[config.mk]
export PLATFORM = sky130hd
export DESIGN_NAME = vec_operand_loader_flat
export DESIGN_NICKNAME = d
export VERILOG_FILES = /design/src/rtl/vec_operand_loader_if.sv /design/src/rtl/vec_operand_loader.sv /design/src/flat_wrapper.sv
export SDC_FILE = /design/constraint.sdc
export NUM_CORES = 1
export LEC_CHECK = 0
export BUFFER_PORTS_ARGS = -buffer_cell sky130_fd_sc_hd__clkbuf_2
export CAP_MARGIN = 20
export CORE_AREA = 2 2 291 293
export CTS_CLUSTER_DIAMETER = 80
export DETAILED_ROUTE_END_ITERATION = 12
export DIE_AREA = 0 0 293 295
export SYNTH_ARGS = -nofsm -noshare
export SYNTH_HDL_FRONTEND = slang
export SYNTH_SLANG_ARGS = --single-unit
export TNS_END_PERCENT = 30
[constraint.sdc]
create_clock -name i_clk -period 1.8 [get_ports i_clk]
set_input_delay 0.36 -clock i_clk [delete_from_list [all_inputs] [get_ports i_clk]]
set_output_delay 0.36 -clock i_clk [all_outputs]
set_load 0.02 [all_outputs]
[src/rtl/vec_operand_loader_if.sv]
// Handshake bundle between the operand fetch stream and the dot-product datapath.
// The loader uses the slave modport; the fetch/datapath side uses master.
interface vec_operand_loader_if #(
    parameter int BIT_WIDTH = 4,
    parameter int VEC_SIZE  = 64,
    parameter int BUS_WIDTH = 32
);
    localparam int VEC_WIDTH = BIT_WIDTH * VEC_SIZE;

    logic                 i_valid;
    logic                 o_ready;
    logic [BUS_WIDTH-1:0] i_data;
    logic                 i_last;
    logic                 o_valid;
    logic                 i_ready;
    logic [VEC_WIDTH-1:0] o_a;
    logic [VEC_WIDTH-1:0] o_b;

    modport slave (
        input  i_valid, i_data, i_last, i_ready,
        output o_ready, o_valid, o_a, o_b
    );

    modport master (
        output i_valid, i_data, i_last, i_ready,
        input  o_ready, o_valid, o_a, o_b
    );
endinterface

[src/rtl/vec_operand_loader.sv]
// Assembles an A vector then a B vector from narrow beats and presents the pair downstream.
// Optional early end-of-vector with zero fill: define VEC_OPERAND_LOADER_ZERO_PAD_EN.
module vec_operand_loader #(
    parameter int BIT_WIDTH = 4,
    parameter int VEC_SIZE  = 64,
    parameter int BUS_WIDTH = 32
) (
    input  logic                  i_clk,
    input  logic                  i_rst,
    vec_operand_loader_if.slave   bus
);
    localparam int VEC_WIDTH = BIT_WIDTH * VEC_SIZE;
    localparam int BEATS     = VEC_WIDTH / BUS_WIDTH;
    localparam int CNT_W     = (BEATS > 1) ? $clog2(BEATS) : 1;
    localparam logic [CNT_W-1:0] LAST_CNT = CNT_W'(BEATS - 1);

    localparam logic [1:0] S_LOAD_A = 2'd0;
    localparam logic [1:0] S_LOAD_B = 2'd1;
    localparam logic [1:0] S_OUT    = 2'd2;

    logic [1:0]           r_state;
    logic [CNT_W-1:0]     r_beat_cnt;
    logic [VEC_WIDTH-1:0] r_a;
    logic [VEC_WIDTH-1:0] r_b;
    logic [VEC_WIDTH-1:0] w_fill;
    logic                 w_ready;
    logic                 w_accept;
    logic                 w_pad;
    logic                 w_end_vec;

    assign w_ready  = (r_state == S_LOAD_A) || (r_state == S_LOAD_B);
    assign w_accept = bus.i_valid && w_ready;

`ifdef VEC_OPERAND_LOADER_ZERO_PAD_EN
    assign w_pad = bus.i_last && (r_beat_cnt != LAST_CNT);
`else
    assign w_pad = 1'b0;
`endif

    assign w_end_vec = (r_beat_cnt == LAST_CNT) || w_pad;

    // Next image of the buffer being filled: current beat slot written, and on an
    // early end every higher slot cleared so padded elements multiply to zero.
    always_comb begin
        // NOTE: default first so no path through the loop leaves w_fill unassigned (no latch).
        w_fill = (r_state == S_LOAD_B) ? r_b : r_a;
        for (int j = 0; j < BEATS; j++) begin
            if (CNT_W'(j) == r_beat_cnt) begin
                w_fill[j*BUS_WIDTH +: BUS_WIDTH] = bus.i_data;
            end else if (w_pad && (CNT_W'(j) > r_beat_cnt)) begin
                w_fill[j*BUS_WIDTH +: BUS_WIDTH] = '0;
            end
        end
    end

    always_ff @(posedge i_clk) begin
        if (i_rst) begin
            r_state    <= S_LOAD_A;
            r_beat_cnt <= '0;
            // NOTE: the operand buffers are registers, not RAM, so clearing them on reset is cheap.
            r_a        <= '0;
            r_b        <= '0;
        end else begin
            case (r_state)
                S_LOAD_A: begin
                    if (w_accept) begin
                        r_a <= w_fill;
                        if (w_end_vec) begin
                            r_beat_cnt <= '0;
                            r_state    <= S_LOAD_B;
                        end else begin
                            r_beat_cnt <= r_beat_cnt + 1'b1;
                        end
                    end
                end
                S_LOAD_B: begin
                    if (w_accept) begin
                        r_b <= w_fill;
                        if (w_end_vec) begin
                            r_beat_cnt <= '0;
                            r_state    <= S_OUT;
                        end else begin
                            r_beat_cnt <= r_beat_cnt + 1'b1;
                        end
                    end
                end
                S_OUT: begin
                    if (bus.i_ready) begin
                        r_state <= S_LOAD_A;
                    end
                end
                default: r_state <= S_LOAD_A;
            endcase
        end
    end

    assign bus.o_ready = w_ready;
    assign bus.o_valid = (r_state == S_OUT);
    assign bus.o_a     = r_a;
    assign bus.o_b     = r_b;
endmodule

[src/flat_wrapper.sv]
// flat-port wrapper written by rule: the top's interface ports become plain ports
module vec_operand_loader_flat 
#(
    parameter int BIT_WIDTH = 4,
    parameter int VEC_SIZE  = 64,
    parameter int BUS_WIDTH = 32
)
  (i_clk, i_rst, bus_i_valid, bus_i_data, bus_i_last, bus_i_ready, bus_o_ready, bus_o_valid, bus_o_a, bus_o_b);
  vec_operand_loader_if #(.BIT_WIDTH(BIT_WIDTH), .VEC_SIZE(VEC_SIZE), .BUS_WIDTH(BUS_WIDTH)) bus_i ();
  input  logic i_clk;
  input  logic i_rst;
  input wire logic [$bits(bus_i.i_valid)-1:0] bus_i_valid;
  input wire logic [$bits(bus_i.i_data)-1:0] bus_i_data;
  input wire logic [$bits(bus_i.i_last)-1:0] bus_i_last;
  input wire logic [$bits(bus_i.i_ready)-1:0] bus_i_ready;
  output wire logic [$bits(bus_i.o_ready)-1:0] bus_o_ready;
  output wire logic [$bits(bus_i.o_valid)-1:0] bus_o_valid;
  output wire logic [$bits(bus_i.o_a)-1:0] bus_o_a;
  output wire logic [$bits(bus_i.o_b)-1:0] bus_o_b;
  assign bus_i.i_valid = bus_i_valid;
  assign bus_i.i_data = bus_i_data;
  assign bus_i.i_last = bus_i_last;
  assign bus_i.i_ready = bus_i_ready;
  assign bus_o_ready = bus_i.o_ready;
  assign bus_o_valid = bus_i.o_valid;
  assign bus_o_a = bus_i.o_a;
  assign bus_o_b = bus_i.o_b;
  vec_operand_loader #(.BIT_WIDTH(BIT_WIDTH), .VEC_SIZE(VEC_SIZE), .BUS_WIDTH(BUS_WIDTH)) u_core (.i_clk(i_clk), .i_rst(i_rst), .bus(bus_i));
endmodule
After elaboration in Yosys (flattened, before gate mapping)
Cells that the tools add are included.
{ "op_classes": {"addsub": 1, "n_eq_ne": 15, "muxes": 16, "n_reduce_logical": 9} }
{ "op_table": {"columns": ["op", "count"], "rows": [
  ["$mux 256", 1],
  ["$mux 32", 8],
  ["$eq 3x3->1 const A", 4],
  ["$mux 2", 5],
  ["$ne 2x1->1 const B", 4],
  ["$eq 2x3->1 const A", 2],
  ["$pmux 2 s3", 1],
  ["$reduce_and 2->1", 3],
  ["$reduce_and 5->1", 1],
  ["$add 3x1->3 const B", 1],
  ["$eq 1x3->1 const A", 1],
  ["$eq 3x3->1 const B", 1],
  ["$logic_not 3->1", 1],
  ["$mux 3", 1],
  ["$eq 2x1->1 const B", 1],
  ["$eq 2x2->1 const B", 1],
  ["$logic_not 2->1", 1],
  ["$ne 2x2->1 const B", 1],
  ["$reduce_or 2->1", 1],
  ["$logic_and 1x1->1", 1],
  ["$logic_or 1x1->1", 1]
]} }
{ "word_totals": {"register_bits": 517, "output_inout_bits": 514} }

Depth between registers and ports, before layout
{ "logic_depth": {"ltp_word": 5, "ltp_mapped": 8, "mapped_depth_nobuf": 5} }

Worst setup path before layout
No wires, ideal clock.
{ "synth_timing": {"path_kind": "reg2reg", "start": "register u_core.r_state[0]", "end": "register u_core.r_a[204] (netlist: u_core.bus.o_a[204])", "setup_ns": 0.083, "arrival_ns": 1.731, "t_required_ns": 1.717, "setup_slack_ns": -0.013, "stages_incl_launch_ff": 8, "period_less_slack_ns": 1.813, "cell_sequence": "dfxtp_1 -> buf_2 -> or3b_4 -> buf_6 -> or3_1 -> buf_2 -> buf_6 -> o221ai_2"} }
{ "synth_via": {"elab_chain_cells": 4, "word_cells_on_any_way": 7} }
{ "synth_rtl": {"columns": ["item", "line", "source"], "rows": [
  ["start: declaration", "vec_operand_loader.sv:21", "logic [1:0] r_state;"],
  ["start signal: assignment", "vec_operand_loader.sv:58", "r_state <= S_LOAD_A;"],
  ["start signal: assignment", "vec_operand_loader.sv:70", "r_state <= S_LOAD_B;"],
  ["start signal: assignment", "vec_operand_loader.sv:81", "r_state <= S_OUT;"],
  ["$eq 2x1->1 / $logic_not 2->1 (equally long branches)", "vec_operand_loader.sv:31, vec_operand_loader.sv:46, vec_operand_loader.sv:64", null],
  ["$logic_or 1x1->1", "vec_operand_loader.sv:31", "assign w_ready = (r_state == S_LOAD_A) || (r_state == S_LOAD_B);"],
  ["$logic_and 1x1->1", "vec_operand_loader.sv:32", "assign w_accept = bus.i_valid && w_ready;"],
  ["$reduce_and 2->1 (no source line)", null, null],
  ["end signal: assignment", "vec_operand_loader.sv:67", "r_a <= w_fill;"],
  ["end: declaration", "vec_operand_loader.sv:23", "logic [VEC_WIDTH-1:0] r_a;"]
]} }
Parallel ways exist; a longest one is shown, timed or not.
A chain may end at the register's enable or synchronous reset.

Final worst setup path
{ "layout_timing": {"start": "register u_core.r_state[0]", "end": "register u_core.r_a[200] (netlist: u_core.bus.o_a[200])"} }
The elaborated chain is that of the path after synthesis.

==> results.md <==
* VDD IR max at 0.000674 V
* TritonRoute pass-1 iters at 5
* Antenna violations before repair at 2
* Share of cells above drive strength 1 at 30.3%
* Yosys warns at 0
* Synthesized area per cell at 9.62 um^2
* Least-Margin Pin Slew at 1.22 ns
* Starting Density at 29.8%
* Remaining antenna violation count at 0
* Row cnt at 106
* Simple-gate share of the synthesized area at 24.0%
* Latest clock arrival within the worst-skew pair at 0.62 ns
* Most frequent cells in the layout: clkbuf_2 (546), dfxtp_1 (514), mux2i_1 (381)
* Vias in the first global route at 20,700
* Hold WC Path Type: in -> reg
* Period utilisation layout at 104%
* Final Setup Violations at 35
* Max Cap Viol at 0
* Mux contribution to synthesized area at 15.6%
* CTS sink count at 517
* Num CTS Buffers at 60
* RSZ-0062 raised after global routing: yes
* Placed Area at 29,700 um^2
* Core area at 83,200 um^2
* Final #Nets at 3,147
* Final Core Density at 39.3%
* I/O pin total at 551
* Overflow after GRT at 0
* Min Tclk post-route at 1.87 ns
* CP Capture Type: register
* Routed wire length per instance at 23.7 um
* Place WS at -0.208 ns
* Xor/xnor cell area share of the yosys netlist at 0%
* Count of input and output buffers at 549
* Required time worst endpoint at 2.34 ns
* H-Tree Depth at 2
* Post-synthesis cell count at 2,573
* Hold Worst Slack at 0.0558 ns
* Routability cong. at 0.804
* DRC errors left at 0
* Run status: complete, but fails checks
* Max Buffers Root-to-Sink at 3
* PwrDens at 832 nW/um^2
* TritonCTS clock tree: done
* Min setup slack post-route at -0.0670 ns
* Post-synthesis compound-gate area fraction at 13.6%
* Largest net degree at the start of global routing at 98
* DIE AREA at 86,400 um^2
* Reg clk slew, reported paths at 0.06 ns
* Clock skew at 0.0143 ns
* Root Buffer: clkbuf_16
* DR vias at 22,200
* Crit start category: register
* Initial DRC count at 1,366
* Netlist cell types at 28
* Failing checks: setup timing
* Ys flop type: dfxtp_1
* Setup TNS at -1.37 ns
* Post-DP HPWL at 68.3 mm
* Chip width at 293 um
* Arr. time, crit path at 2.40 ns
* Area share of fa/ha/maj cells after synthesis at 0.354%
* Design area at 32,700 um^2
* #FFs+latches synth at 517
* Syn_nets at 2,617
* Max Fanout on Critical Path at 18
* Synth-to-Final Area Change at 32.1%
* Synthesized area at 24,800 um^2
* Tot GR Track Use at 21.7%
* Seq/Total Area, Yosys at 41.8%
* Max-slew violation count at 0
* Final WL at 100 mm
* Largest family of logic cells by synthesized area: simple AND/OR/NAND/NOR gates
* Commonest non-fill, non-tap cell in the layout: clkbuf_2
* Vias per std cell at 5.24
* FMAX at 0.536 GHz
* Leak pwr at 13.4 nW
* Async SR Flop Fraction at 0%
* Die Ht at 295 um
* Critical Setup Path Class: reg -> reg
* Number of synthesized flops with an enable pin at 0
* First-pass GRT wire length at 142 mm
* Hold Vio Cnt, Final at 0
* Filler cells at 8,187
* Slew margin rel. at 18.7%
[sequential cells by signal, indices dropped and copies added, names as in the netlist]
name	count
u_core.r_beat_cnt	3
u_core.r_state	2
u_core.bus.o_a	256
u_core.bus.o_b	256
[worst paths after layout]
check / from / cells after the start / slack, ns / end
min: bus_i_data[10] / 3 / 0.06 / u_core.bus.o_b[106]
min reg2reg: u_core.bus.o_b[99] / 2 / 0.47 / u_core.bus.o_b[99]
max: u_core.r_state[0] / 5 / -0.07 / u_core.bus.o_a[200]
max reg2reg: u_core.r_state[0] / 5 / -0.07 / u_core.bus.o_a[200]
[cell type report]
type | instances | area, um^2 | share of cell area [%]
clock buffers | 80 | 1700 | 5.19
inverters | 4 | 17.5 | 0.0536
well taps | 1080 | 1350 | 4.13
diodes | 3 | 7.51 | 0.0230
clock inverters | 34 | 403 | 1.23
repair buffers | 740 | 5270 | 16.1
flip-flops and latches | 517 | 10400 | 31.7
multi-input cells | 1780 | 13600 | 41.6
[timing repair]
action                                  4_1_cts  5_1_grt
gates cloned                                  6        5
endpoints found under the setup margin      171      238
pin swaps                                    23        7
gates resized for setup                      26       56
hold buffers                                  0        0
buffers inserted                             14        0
[power breakdown]
part / switching [W] / leakage (nW) / internal, W
logic: 0.00159 / 8.23 / 0.000845
registers: 0.000148 / 4.17 / 0.0116
clock network: 0.00536 / 1.03 / 0.00765
[cells in the mapped netlist (8+ instances only)]
master | n | area share (%)
a211oi_1 | 65 | 2.0
a21oi_1 | 66 | 1.3
nand2b_1 | 226 | 5.7
o41ai_1 | 64 | 2.3
nand2_1 | 321 | 4.9
dfxtp_1 | 517 | 42
and3b_1 | 65 | 2.3
nand3b_1 | 256 | 7.8
buf_6 | 8 | 0.36
nor2b_1 | 104 | 2.6
buf_2 | 35 | 0.71
clkbuf_1 | 215 | 3.3
mux2i_1 | 386 | 16
o221ai_1 | 143 | 5.1
buf_1 | 12 | 0.18
o221ai_2 | 49 | 3.0
[per-layer routing]
metal | GRT usage, % | part of all wire, % | vias up
met3 | 5.04 | 7.2 | 142
met4 | 5.52 | 2.5 | 2
met5 | 0 | 0.013 | -
met2 | 32.7 | 44 | 769
met1 | 30.9 | 47 | 10900
li1 | - | - | 10400
[through the flow]
step	instances	total power (W)
after detailed placement	4096	0.0144
after global placement	4096	0.0144
after floorplan	2573	0.0132
after global routing	4235	0.0281
final	4238	0.0272
after CTS	4230	0.0274
[worst max-delay path, cell delays in order, from the launching register on]
cell      delay (ns)
dfxtp_2         0.34
or3b_4          0.51
buf_6           0.15
or3_4           0.40
buf_12          0.18
o221ai_2        0.16
[logic make-up after synthesis]
group                    Yosys count
adder cells (fa/ha/maj)            7
multiplexers                     386
flip-flops                       517
AO/OA/AOI/OAI                    387
AND/OR/NAND/NOR                 1000
buffers and inverters            276
(Power assumes the default switching activity.)
